### src/rtl/incdec_rmw_sequencer.sv
// Read-modify-write sequencer for INC (HL) / DEC (HL) around an 8-bit incrementer.
// Optional bus-access timeout enabled by defining INCDEC_RMW_TIMEOUT_EN.
module incdec_rmw_sequencer #(
  parameter int ADDR_W         = 16,
  parameter int TIMEOUT_CYCLES = 16
) (
  input  logic              i_Clk,
  input  logic              i_Reset_n,
  input  logic              i_Start,
  input  logic              i_Decrement,
  input  logic [ADDR_W-1:0] i_Addr,
  input  logic [3:0]        i_F,
  output logic [ADDR_W-1:0] o_Mem_Addr,
  output logic              o_Mem_Rd,
  output logic              o_Mem_Wr,
  output logic [7:0]        o_Mem_WData,
  input  logic [7:0]        i_Mem_RData,
  input  logic              i_Mem_Ready,
  output logic [7:0]        o_Inc_A,
  output logic [3:0]        o_Inc_F,
  output logic              o_Inc_Decrement,
  input  logic [7:0]        i_Inc_A,
  input  logic [3:0]        i_Inc_F,
  output logic [3:0]        o_F,
  output logic              o_F_We,
  output logic              o_Busy,
  output logic              o_Done,
  output logic              o_Error
);

  typedef enum logic [2:0] {
    S_IDLE,
    S_READ,
    S_EXEC,
    S_WRITE,
    S_DONE
  } state_t;

  state_t r_state;
  state_t w_next;

  logic [ADDR_W-1:0] r_addr;
  logic              r_dec;
  logic [3:0]        r_f_in;
  logic [7:0]        r_a;
  logic [7:0]        r_wdata;
  logic [3:0]        r_f;
  logic              w_to;
  logic              w_bus;

  assign w_bus = (r_state == S_READ) || (r_state == S_WRITE);

`ifdef INCDEC_RMW_TIMEOUT_EN
  localparam int TW = $clog2(TIMEOUT_CYCLES + 1);

  logic [TW-1:0] r_wait;
  logic          r_err;

  assign w_to = w_bus && !i_Mem_Ready &&
                (r_wait == TW'(TIMEOUT_CYCLES - 1));

  // Counter restarts on every entry into a bus state.
  always_ff @(posedge i_Clk or negedge i_Reset_n) begin
    if (!i_Reset_n) begin
      r_wait <= '0;
      r_err  <= 1'b0;
    end else begin
      r_err <= w_to;
      if ((w_next != r_state) &&
          ((w_next == S_READ) || (w_next == S_WRITE)))
        r_wait <= '0;
      else if (w_bus && !i_Mem_Ready)
        r_wait <= r_wait + 1'b1;
    end
  end

  assign o_Error = r_err;
`else
  logic w_unused_timeout;

  assign w_unused_timeout = (TIMEOUT_CYCLES > 0);
  assign w_to    = 1'b0;
  assign o_Error = 1'b0;
`endif

  always_ff @(posedge i_Clk or negedge i_Reset_n) begin
    if (!i_Reset_n)
      r_state <= S_IDLE;
    else
      r_state <= w_next;
  end

  always_comb begin
    w_next = r_state;
    unique case (r_state)
      S_IDLE:  if (i_Start) w_next = S_READ;
      S_READ: begin
        if (i_Mem_Ready) w_next = S_EXEC;
        else if (w_to)   w_next = S_IDLE;
      end
      S_EXEC:  w_next = S_WRITE;
      S_WRITE: begin
        if (i_Mem_Ready) w_next = S_DONE;
        else if (w_to)   w_next = S_IDLE;
      end
      S_DONE:  w_next = S_IDLE;
      default: w_next = S_IDLE;
    endcase
  end

  always_ff @(posedge i_Clk or negedge i_Reset_n) begin
    if (!i_Reset_n) begin
      r_addr  <= '0;
      r_dec   <= 1'b0;
      r_f_in  <= '0;
      r_a     <= '0;
      r_wdata <= '0;
      r_f     <= '0;
    end else begin
      if ((r_state == S_IDLE) && i_Start) begin
        r_addr <= i_Addr;
        r_dec  <= i_Decrement;
        r_f_in <= i_F;
      end
      if ((r_state == S_READ) && i_Mem_Ready)
        r_a <= i_Mem_RData;
      // Incrementer output has settled from r_a by the end of EXEC.
      if (r_state == S_EXEC) begin
        r_wdata <= i_Inc_A;
        r_f     <= i_Inc_F;
      end
    end
  end

  assign o_Mem_Addr      = r_addr;
  assign o_Mem_Rd        = (r_state == S_READ);
  assign o_Mem_Wr        = (r_state == S_WRITE);
  assign o_Mem_WData     = r_wdata;
  assign o_Inc_A         = r_a;
  assign o_Inc_F         = r_f_in;
  assign o_Inc_Decrement = r_dec;
  assign o_F             = r_f;
  assign o_F_We          = (r_state == S_DONE);
  assign o_Done          = (r_state == S_DONE);
  assign o_Busy          = (r_state != S_IDLE);

endmodule

### config.mk
export PLATFORM = sky130hd
export DESIGN_NAME = incdec_rmw_sequencer
export DESIGN_NICKNAME = d
export VERILOG_FILES = /design/src/rtl/incdec_rmw_sequencer.sv
export SDC_FILE = /design/constraint.sdc
export NUM_CORES = 1
export LEC_CHECK = 0
export BUFFER_PORTS_ARGS = -buffer_cell sky130_fd_sc_hd__buf_2
export CAP_MARGIN = 20
export CORE_ASPECT_RATIO = 0.7
export CORE_MARGIN = 2
export CORE_UTILIZATION = 48
export CTS_CLUSTER_SIZE = 40
export DETAILED_ROUTE_END_ITERATION = 10
export PLACE_DENSITY = 0.88
export SKIP_CTS_REPAIR_TIMING = 1
export SYNTH_ARGS = -nofsm -noshare
export SYNTH_HDL_FRONTEND = slang
export SYNTH_SLANG_ARGS = --single-unit
export TNS_END_PERCENT = 100
### constraint.sdc
create_clock -name i_Clk -period 3.85 [get_ports i_Clk]
set_clock_uncertainty 0.05 [all_clocks]
set_input_delay 0.77 -clock i_Clk [delete_from_list [all_inputs] [get_ports i_Clk]]
set_output_delay 0.77 -clock i_Clk [all_outputs]
set_load 0.005 [all_outputs]
==> Word level (Yosys, flattened, before mapping) <==
Index checks and enable logic that the tools add are counted.
{ "op_classes": {"eq_ne": 7, "mux": 4, "n_reduce_logical": 5} }
{ "ops": {"columns": ["op", "count"], "rows": [
  ["$pmux W3 S4", 1],
  ["$mux W3", 3],
  ["$eq A3 B2 Y1 const B", 2],
  ["$ne A2 B1 Y1 const B", 2],
  ["$eq A3 B1 Y1 const B", 1],
  ["$eq A3 B3 Y1 const B", 1],
  ["$logic_not A3 Y1", 1],
  ["$reduce_and A3 Y1", 1],
  ["$reduce_bool A3 Y1", 1],
  ["$logic_and A1 B1 Y1", 2],
  ["$ne A2 B2 Y1 const B", 1]
]} }
{ "word_totals": {"ff_bits": 44, "input_bits": 45, "out_inout_bits": 47, "elab_cells": 23} }

==> Logic depth before layout (Yosys ltp) <==
Gate-level depths: netlist of run 1.
{ "logic_depth": {"word_depth": 3, "mapped_depth": 4, "depth_no_buf": 2} }

==> Least setup slack after synthesis of run 1 <==
OpenSTA, ideal clock, no wires.
{ "synth_path": {"path_type": "reg-to-output", "start": "register r_state[0]", "end": "output o_F_We", "arrival_time_ns": 1.007, "t_required_ns": 3.030, "setup_slack_ns": 2.023, "path_stages_with_launch": 4, "n_path_buf": 2, "cell_sequence": "dfrtp_1 -> buf_2 -> nor3b_1 -> buf_4"} }
{ "synth_between": {"elab_chain_len": 1} }
{ "synth_lines": {"columns": ["element", "line_no", "rtl"], "rows": [
  ["start, declared", "39", "state_t r_state;"],
  ["start signal, assigned", "90", "r_state <= w_next;"],
  ["$eq A3 B3 Y1", null, null],
  ["end, declared", "25", "output logic o_F_We,"]
]} }
No other way between the ends.

==> Final worst setup path of run 1 <==
{ "layout_path": {"start": "register r_state[2]", "end": "output o_Busy"} }
{ "layout_between": {"elab_chain_len": 1} }
{ "layout_lines": {"columns": ["element", "line_no", "rtl"], "rows": [
  ["$reduce_bool A3 Y1", "145", "assign o_Busy = (r_state != S_IDLE);"],
  ["end, declared", "26", "output logic o_Busy,"]
]} }
No other way between the ends.

==> results of run 1 <==
==> kinds of logic after synthesis <==
logic type,after synthesis
multiplexers,41
AO/OA/AOI/OAI,3
flip-flops,44
buffers and inverters,9
other,1
AND/OR/NAND/NOR,10
==> worst paths after layout <==
path,startpoint,endpoint,slack [ps],cells after the start
max,r_state[2],o_Busy,1680,2
min,o_Mem_WData[6],o_Mem_WData[6],430,1
max reg2reg,r_state[1],o_Mem_WData[3],2130,2
min reg2reg,o_Mem_WData[6],o_Mem_WData[6],430,1
max in group asynchronous,i_Reset_n,o_Inc_A[6],2600,1
min in group asynchronous,i_Reset_n,o_Mem_WData[6],570,1
==> synthesized netlist by cell type <==
master     n
nor3b_4    1
a21oi_1    1
mux2_1     4
dfrtp_1   44
nor3b_1    2
and3b_1    1
buf_6      4
buf_4      4
and4b_1    1
conb_1     1
or3_1      1
nor3_1     1
nor4b_4    1
nor4bb_1   1
a211oi_1   1
a21bo_2    1
nand3b_1   1
mux2_2    37
buf_2      1
==> power by group through the flow <==
stage	Clock [W]	Sequential, W	Combinational, W
6_report	0.000262	0.000847	0.000689
5_1_grt	0.000293	0.000882	0.000762
4_1_cts	0.000273	0.000847	0.000704
3_5_place_dp	0	0.000854	0.000703
3_3_place_gp	0	0.000844	0.000672
2_1_floorplan	0	0.000840	0.000417
==> worst max-delay path, cell delays in order, from the launching register on <==
cell	delay (ps)
dfrtp_1	510
or3_1	410
buf_2	140
==> metal layers <==
layer | share of wire, % | global-route usage (%) | wire length [um] | vias to the layer above
met5 | 0 | 0 | 0 | -
met4 | 1.3 | 8.18 | 45 | 0
met3 | 9.3 | 5.94 | 312 | 5
met2 | 44 | 25.6 | 1470 | 64
met1 | 46 | 22.3 | 1530 | 562
li1 | - | - | - | 557
==> flip-flops by register name (all words and copies together) (netlist names) <==
register and count:
o_Mem_Addr 16, o_Inc_A 8, o_Mem_WData 8, o_F 4, o_Inc_F 4, r_state 3, o_Inc_Decrement 1
==> area by class of cell <==
| type | instances | share of cell area [%] |
|---|---|---|
| Clock inverter | 1 | 0.218 |
| Sequential cell | 44 | 47.9 |
| Clock buffer | 6 | 3.16 |
| Timing Repair Buffer | 92 | 20.2 |
| Tap cell | 50 | 2.72 |
| Multi-Input combinational cell | 55 | 25.8 |
==> metrics by stage <==
stage,area [um^2],worst slack (ps),hold slack [ps],total power (W),cells
floorplan,1770,2020,424,0.00126,108
global placement,2220,1940,414,0.00152,241
detailed placement,2220,1910,420,0.00156,241
CTS,2300,1660,437,0.00182,248
global route,2300,1610,469,0.00194,248
finish,2300,1680,432,0.00180,248
==> impl_metrics.xml, run 1 <==
<?xml version="1.0" encoding="UTF-8"?>
<metrics>
  <group name="timing">
    <metric name="tightestPinTransition" unit="ps">934</metric>
    <metric name="post-route-period-util" unit="%">56.4</metric>
    <metric name="achievable_freq" unit="GHz">0.461</metric>
    <metric name="setup_tns" unit="ps">0</metric>
    <metric name="rsz0062_at_grt" unit="">false</metric>
    <metric name="finalHoldViolations" unit="">0</metric>
    <metric name="setup_viol" unit="">0</metric>
    <metric name="min_period" unit="ps">2170</metric>
    <metric name="maxSlewHeadroom" unit="%">37.7</metric>
    <metric name="final_max_slew_viol_count" unit="">0</metric>
  </group>
  <group name="pwr">
    <metric name="power.ir.vdd_worst" unit="V">0.000437</metric>
    <metric name="comb_power_share" unit="%">38.3</metric>
    <metric name="leakage" unit="nW">1.14</metric>
    <metric name="p_sw" unit="W">0.000543</metric>
    <metric name="power.share.switching" unit="%">30.2</metric>
    <metric name="power_density" unit="mW/mm^2">782</metric>
    <metric name="cellInternalPower" unit="W">0.00126</metric>
    <metric name="clock_power_share" unit="%">14.6</metric>
    <metric name="relative_contribution_of_sequential_cells_to_total_power" unit="%">47.1</metric>
  </group>
  <group name="synthesis">
    <metric name="synth_top_cells_by_area" unit="">dfrtp_1 (62%), mux2_2 (23%), buf_6 (2.5%)</metric>
    <metric name="syn_avg_cell_area" unit="um^2">16.4</metric>
    <metric name="synth-seq-area-share" unit="%">62.1</metric>
    <metric name="synth_xor_area_share" unit="%">0</metric>
    <metric name="synthesis.yosys.warnings" unit="">0</metric>
    <metric name="yosys.area_share.adder" unit="%">0</metric>
    <metric name="synth_compound_gate_area_share" unit="%">1.27</metric>
    <metric name="syn-num-nets" unit="">153</metric>
    <metric name="flop_and_latch_count_out_of_synthesis" unit="">44</metric>
    <metric name="yosys.area.top_type" unit="">dfrtp_1</metric>
    <metric name="synth_top_family_by_area" unit="">multiplexers</metric>
    <metric name="post_synth_inst_count" unit="">108</metric>
    <metric name="synth.mux.area_fraction" unit="%">26.0</metric>
    <metric name="simple_gate_area_share_of_the_yosys_netlist" unit="%">5.92</metric>
    <metric name="synthDistinctLibCells" unit="">19</metric>
    <metric name="area_share_of_the_largest_cell_type_after_synthesis" unit="%">62.1</metric>
    <metric name="synthesis.area" unit="mm^2">0.00177</metric>
  </group>
  <group name="route">
    <metric name="drt_iter0_markers" unit="">28</metric>
    <metric name="routed_wirelength" unit="um">3350</metric>
    <metric name="drt_drc_violations_left" unit="">0</metric>
    <metric name="routed_via_density" unit="">4.79</metric>
    <metric name="route.antenna.remaining_nets" unit="">0</metric>
    <metric name="vias" unit="">1188</metric>
    <metric name="drtPass1Iterations" unit="">4</metric>
    <metric name="average_wire_per_cell_in_the_routed_design" unit="um">13.5</metric>
  </group>
  <group name="clock_network">
    <metric name="clock_sinks" unit="">44</metric>
    <metric name="cts_tree" unit="">yes</metric>
    <metric name="clk_path_buf_depth" unit="">2</metric>
    <metric name="insertion_delay" unit="ps">290</metric>
    <metric name="clockRootBuffer" unit="">clkbuf_8</metric>
    <metric name="cts_inserted_buffers" unit="">5</metric>
    <metric name="cts.htree.levels" unit="">2</metric>
    <metric name="clk_transition_reported_paths" unit="ps">80</metric>
  </group>
  <group name="status">
    <metric name="outcome" unit="">finished, final reports clean</metric>
  </group>
  <group name="critical_path">
    <metric name="worstSetupPathType" unit="">flip-flop to output pin</metric>
    <metric name="cp_data_arrival_time" unit="ps">1350</metric>
    <metric name="worstSetupEndpointType" unit="">output pin</metric>
    <metric name="crit_required" unit="ps">3030</metric>
    <metric name="start_kind" unit="">flip-flop</metric>
    <metric name="worstPathMaxFanout" unit="">10</metric>
  </group>
  <group name="floorplanning">
    <metric name="floorplan.rows" unit="">18</metric>
    <metric name="chipHeight" unit="um">54.9</metric>
    <metric name="design.die.area" unit="mm^2">0.00421</metric>
    <metric name="pin_count" unit="">92</metric>
    <metric name="initial_core_utilization" unit="%">50.2</metric>
    <metric name="core-area" unit="mm^2">0.00354</metric>
    <metric name="floorplan.die.width" unit="um">76.7</metric>
  </group>
  <group name="final_layout">
    <metric name="layout.area.seq" unit="mm^2">0.00110</metric>
    <metric name="fin_util" unit="%">65.0</metric>
    <metric name="layout.nets" unit="">243</metric>
    <metric name="antennaDiodeCount" unit="">0</metric>
    <metric name="multi_input_comb_area" unit="um^2">593</metric>
    <metric name="drive_gt1_share" unit="%">69.7</metric>
    <metric name="num-fill-cells" unit="">293</metric>
    <metric name="syn_to_final_growth" unit="%">29.6</metric>
    <metric name="mostFrequentLayoutCell" unit="">buf_2</metric>
    <metric name="final_cell_mix" unit="">buf_2 (90), dfrtp_1 (44), mux2_2 (37)</metric>
  </group>
  <group name="global_routing">
    <metric name="grt_overflow" unit="">0</metric>
    <metric name="antenna_found_initial" unit="">0</metric>
    <metric name="first_global_vias" unit="">1083</metric>
    <metric name="grt_max_degree" unit="">45</metric>
    <metric name="grtUsageTotal" unit="%">16.9</metric>
    <metric name="grt_pass1_wl" unit="um">5200</metric>
  </group>
  <group name="job">
    <metric name="maxCapViolations" unit="">0</metric>
  </group>
  <group name="placement">
    <metric name="place.gp.congestion" unit="">0.655</metric>
    <metric name="post-dp-hpwl" unit="um">2470</metric>
    <metric name="number_of_buffer_cells_added_on_primary_ports" unit="">90</metric>
  </group>
  <group name="worst_hold_path">
    <metric name="holdCritPathClass" unit="">flip-flop to flip-flop</metric>
  </group>
</metrics>
No activity file was read; power rests on OpenSTA's default activity.
==> run 2, diff against run 1 <==
--- a/config.mk
+++ b/config.mk
@@ -5,14 +5,15 @@
 export SDC_FILE = /design/constraint.sdc
 export NUM_CORES = 1
 export LEC_CHECK = 0
+export ABC_AREA = 1
 export BUFFER_PORTS_ARGS = -buffer_cell sky130_fd_sc_hd__buf_2
 export CAP_MARGIN = 20
 export CORE_ASPECT_RATIO = 0.7
 export CORE_MARGIN = 2
-export CORE_UTILIZATION = 48
+export CORE_UTILIZATION = 40
 export CTS_CLUSTER_SIZE = 40
 export DETAILED_ROUTE_END_ITERATION = 10
-export PLACE_DENSITY = 0.88
+export PLACE_DENSITY = 0.79
 export SKIP_CTS_REPAIR_TIMING = 1
 export SYNTH_ARGS = -nofsm -noshare
 export SYNTH_HDL_FRONTEND = slang
==> constraint.sdc (replaced) <==
create_clock -name i_Clk -period 1.9 [get_ports i_Clk]
set_clock_uncertainty 0.05 [all_clocks]
set_input_delay 0.38 -clock i_Clk [delete_from_list [all_inputs] [get_ports i_Clk]]
set_output_delay 0.38 -clock i_Clk [all_outputs]
set_load 0.005 [all_outputs]
==> impl_metrics.xml, run 2 <==
<?xml version="1.0" encoding="UTF-8"?>
<metrics>
  <group name="critical_path">
    <metric name="worstSetupPathType" unit="">flip-flop to output pin</metric>
    <metric name="critical_path.slowest_cell" unit="">dfrtp_1</metric>
    <metric name="start_kind" unit="">flip-flop</metric>
    <metric name="reg2reg_depth" unit="">5</metric>
    <metric name="cpPeakStageDelay" unit="ps">460</metric>
    <metric name="cp_data_arrival_time" unit="ps">1290</metric>
    <metric name="reg2reg_from" unit="">r_state[0]</metric>
    <metric name="worstPathMaxFanout" unit="">17</metric>
    <metric name="crit_chain" unit="">nor2_4, nand2_1, buf_2</metric>
    <metric name="cp_launch_point" unit="">r_state[0]</metric>
    <metric name="crit_required" unit="ps">1470</metric>
    <metric name="ff2ff_setup_slack" unit="ps">390</metric>
    <metric name="crit_family" unit="">flip-flops</metric>
    <metric name="critPathBufInv" unit="">1</metric>
    <metric name="crit-reg2reg-capture" unit="">r_state[1]</metric>
    <metric name="worstSetupEndpointType" unit="">output pin</metric>
  </group>
  <group name="final_layout">
    <metric name="drive_gt1_share" unit="%">36.7</metric>
    <metric name="fin_cells" unit="">349</metric>
    <metric name="antennaDiodeCount" unit="">0</metric>
    <metric name="largest_register_ff_count" unit="">16</metric>
    <metric name="num-fill-cells" unit="">440</metric>
    <metric name="final_cell_mix" unit="">buf_2 (90), nand2_1 (77), dfrtp_1 (44)</metric>
    <metric name="layout.nets" unit="">338</metric>
    <metric name="syn_to_final_growth" unit="%">33.1</metric>
    <metric name="mostFrequentLayoutCell" unit="">buf_2</metric>
  </group>
  <group name="clock_network">
    <metric name="clk_path_buf_depth" unit="">2</metric>
    <metric name="cts_inserted_buffers" unit="">5</metric>
    <metric name="insertion_delay" unit="ps">280</metric>
    <metric name="clockRootBuffer" unit="">clkbuf_8</metric>
    <metric name="cts.htree.levels" unit="">2</metric>
    <metric name="cts_tree" unit="">yes</metric>
    <metric name="clk_transition_reported_paths" unit="ps">80</metric>
    <metric name="clock_sinks" unit="">44</metric>
  </group>
  <group name="synthesis">
    <metric name="synth-edff-count" unit="">0</metric>
    <metric name="yosys.area.top_type" unit="">dfrtp_1</metric>
    <metric name="flop_and_latch_count_out_of_synthesis" unit="">44</metric>
    <metric name="synthesis.area" unit="mm^2">0.00179</metric>
    <metric name="synthTopCellsByCount" unit="">nand2_1 (77), dfrtp_1 (44), inv_1 (25), o21ai_1 (21), nand3_1 (16)</metric>
    <metric name="synth_top_cells_by_area" unit="">dfrtp_1 (61%), nand2_1 (16%), o21ai_1 (5.9%)</metric>
    <metric name="syn-num-nets" unit="">248</metric>
    <metric name="area_share_of_the_largest_cell_type_after_synthesis" unit="%">61.5</metric>
    <metric name="syn_avg_cell_area" unit="um^2">8.83</metric>
    <metric name="synthFlopType" unit="">dfrtp_1</metric>
    <metric name="post_synth_inst_count" unit="">203</metric>
    <metric name="synthDistinctLibCells" unit="">16</metric>
    <metric name="synthMostInstantiatedCell" unit="">nand2_1</metric>
    <metric name="synth-seq-area-share" unit="%">61.5</metric>
    <metric name="asyncSetResetFlopFracSynth" unit="%">100</metric>
    <metric name="synthesis.yosys.warnings" unit="">0</metric>
  </group>
  <group name="placement">
    <metric name="number_of_buffer_cells_added_on_primary_ports" unit="">90</metric>
    <metric name="post-place-cells" unit="">341</metric>
    <metric name="place.gp.congestion" unit="">0.750</metric>
    <metric name="post-dp-hpwl" unit="um">2800</metric>
  </group>
  <group name="route">
    <metric name="route.antenna.remaining_nets" unit="">0</metric>
    <metric name="vias" unit="">1595</metric>
    <metric name="routed_wirelength" unit="um">3700</metric>
    <metric name="average_wire_per_cell_in_the_routed_design" unit="um">10.6</metric>
    <metric name="routed_via_density" unit="">4.57</metric>
    <metric name="drt_drc_violations_left" unit="">0</metric>
    <metric name="drt_iter0_markers" unit="">76</metric>
    <metric name="drtPass1Iterations" unit="">4</metric>
  </group>
  <group name="timing">
    <metric name="tightestPinTransition" unit="ps">524</metric>
    <metric name="setup_tns" unit="ps">0</metric>
    <metric name="post-route-period-util" unit="%">90.8</metric>
    <metric name="achievable_freq" unit="GHz">0.580</metric>
    <metric name="setup_viol" unit="">0</metric>
    <metric name="finalHoldViolations" unit="">0</metric>
    <metric name="final_max_slew_viol_count" unit="">0</metric>
    <metric name="min_period" unit="ps">1720</metric>
    <metric name="maxSlewHeadroom" unit="%">65.1</metric>
    <metric name="rsz0062_at_grt" unit="">false</metric>
  </group>
  <group name="global_routing">
    <metric name="first_global_vias" unit="">1396</metric>
    <metric name="grt_pass1_wl" unit="um">6280</metric>
    <metric name="antenna_found_initial" unit="">0</metric>
    <metric name="grt_max_degree" unit="">43</metric>
    <metric name="grtUsageTotal" unit="%">16.1</metric>
    <metric name="grt_overflow" unit="">0</metric>
  </group>
  <group name="floorplanning">
    <metric name="initial_core_utilization" unit="%">41.4</metric>
    <metric name="pin_count" unit="">92</metric>
    <metric name="design.die.area" unit="mm^2">0.00504</metric>
    <metric name="floorplan.rows" unit="">20</metric>
    <metric name="chipHeight" unit="um">60.0</metric>
    <metric name="core-area" unit="mm^2">0.00433</metric>
    <metric name="floorplan.die.width" unit="um">84.0</metric>
  </group>
  <group name="job">
    <metric name="maxCapViolations" unit="">0</metric>
  </group>
  <group name="pwr">
    <metric name="power_density" unit="mW/mm^2">1540</metric>
    <metric name="power.ir.vdd_worst" unit="V">0.000617</metric>
    <metric name="leakage" unit="nW">1.44</metric>
  </group>
  <group name="worst_hold_path">
    <metric name="holdCritPathClass" unit="">input pin to asynchronous set/reset pin</metric>
  </group>
  <group name="status">
    <metric name="outcome" unit="">finished, final reports clean</metric>
  </group>
</metrics>
==> run 2: cell types whose count changed after synthesis, moves of 2 or more <==
cell,delta
buf_6,-4
buf_2,+5
nand3_2,+2
buf_4,-2
mux2_1,-4
inv_2,+2
inv_1,+25
nand2_1,+77
nor3b_1,-2
nor2_4,+2
nand3_1,+16
mux2_2,-37
o21ai_1,+21
==> run 2: power by group <==
group / switching (W) / internal (W)
registers: 0.000262 / 0.00138
logic: 0.000789 / 0.000638
clock network: 0.000298 / 0.000290
==> run 2: worst max path at each step <==
stage                               end  cells after the start
final                            o_Busy                      3
after global routing             o_Busy                      3
after CTS                        o_Busy                      3
after detailed placement  o_Mem_Addr[8]                      5
after global placement       r_state[1]                      5
after floorplan                  o_F_We                      4
==> run 2: metrics by stage <==
step | utilization [%] | power (W) | hold slack, ps | setup WS [ps] | cell area [um^2]
3_5_place_dp | 52.9 | 0.00312 | 342 | 418 | 2290
4_1_cts | 55.1 | 0.00373 | 15.9 | 155 | 2380
5_1_grt | 55.1 | 0.00402 | 44.2 | 72.4 | 2380
6_report | 55.1 | 0.00366 | 11.4 | 176 | 2380
3_3_place_gp | 52.9 | 0.00307 | 328 | 451 | 2290
2_1_floorplan | - | 0.00247 | 34.4 | 344 | 1790
==> run 2: cells by family (layout without fill, tap and decap cells) <==
| group | count (synthesis) | in the layout | share of synthesized area, % |
|---|---|---|---|
| simple gates | 100 | 100 | 23.8 |
| flops | 44 | 44 | 61.5 |
| buf+inv | 37 | 128 | 8.66 |
| compound gates | 21 | 21 | 5.87 |
| other cells | 1 | 1 | 0.209 |
==> run 2: per-layer routing <==
metal	global-route usage, %	vias to the layer above	share of wire, %
li1	-	801	-
met1	20.6	711	45
met2	26.2	81	46
met3	4.70	2	8.2
met4	6.45	0	0.32
met5	0	-	0
==> run 2: final cells by class <==
type	count	area, um^2	share of cell area, %
clock buffer	6	82.6	3.46
clock inverter	2	10.0	0.420
inverter	27	101	4.25
multi-input combinational	122	536	22.5
sequential	44	1100	46.2
tap	55	68.8	2.89
timing repair buffer	93	485	20.4
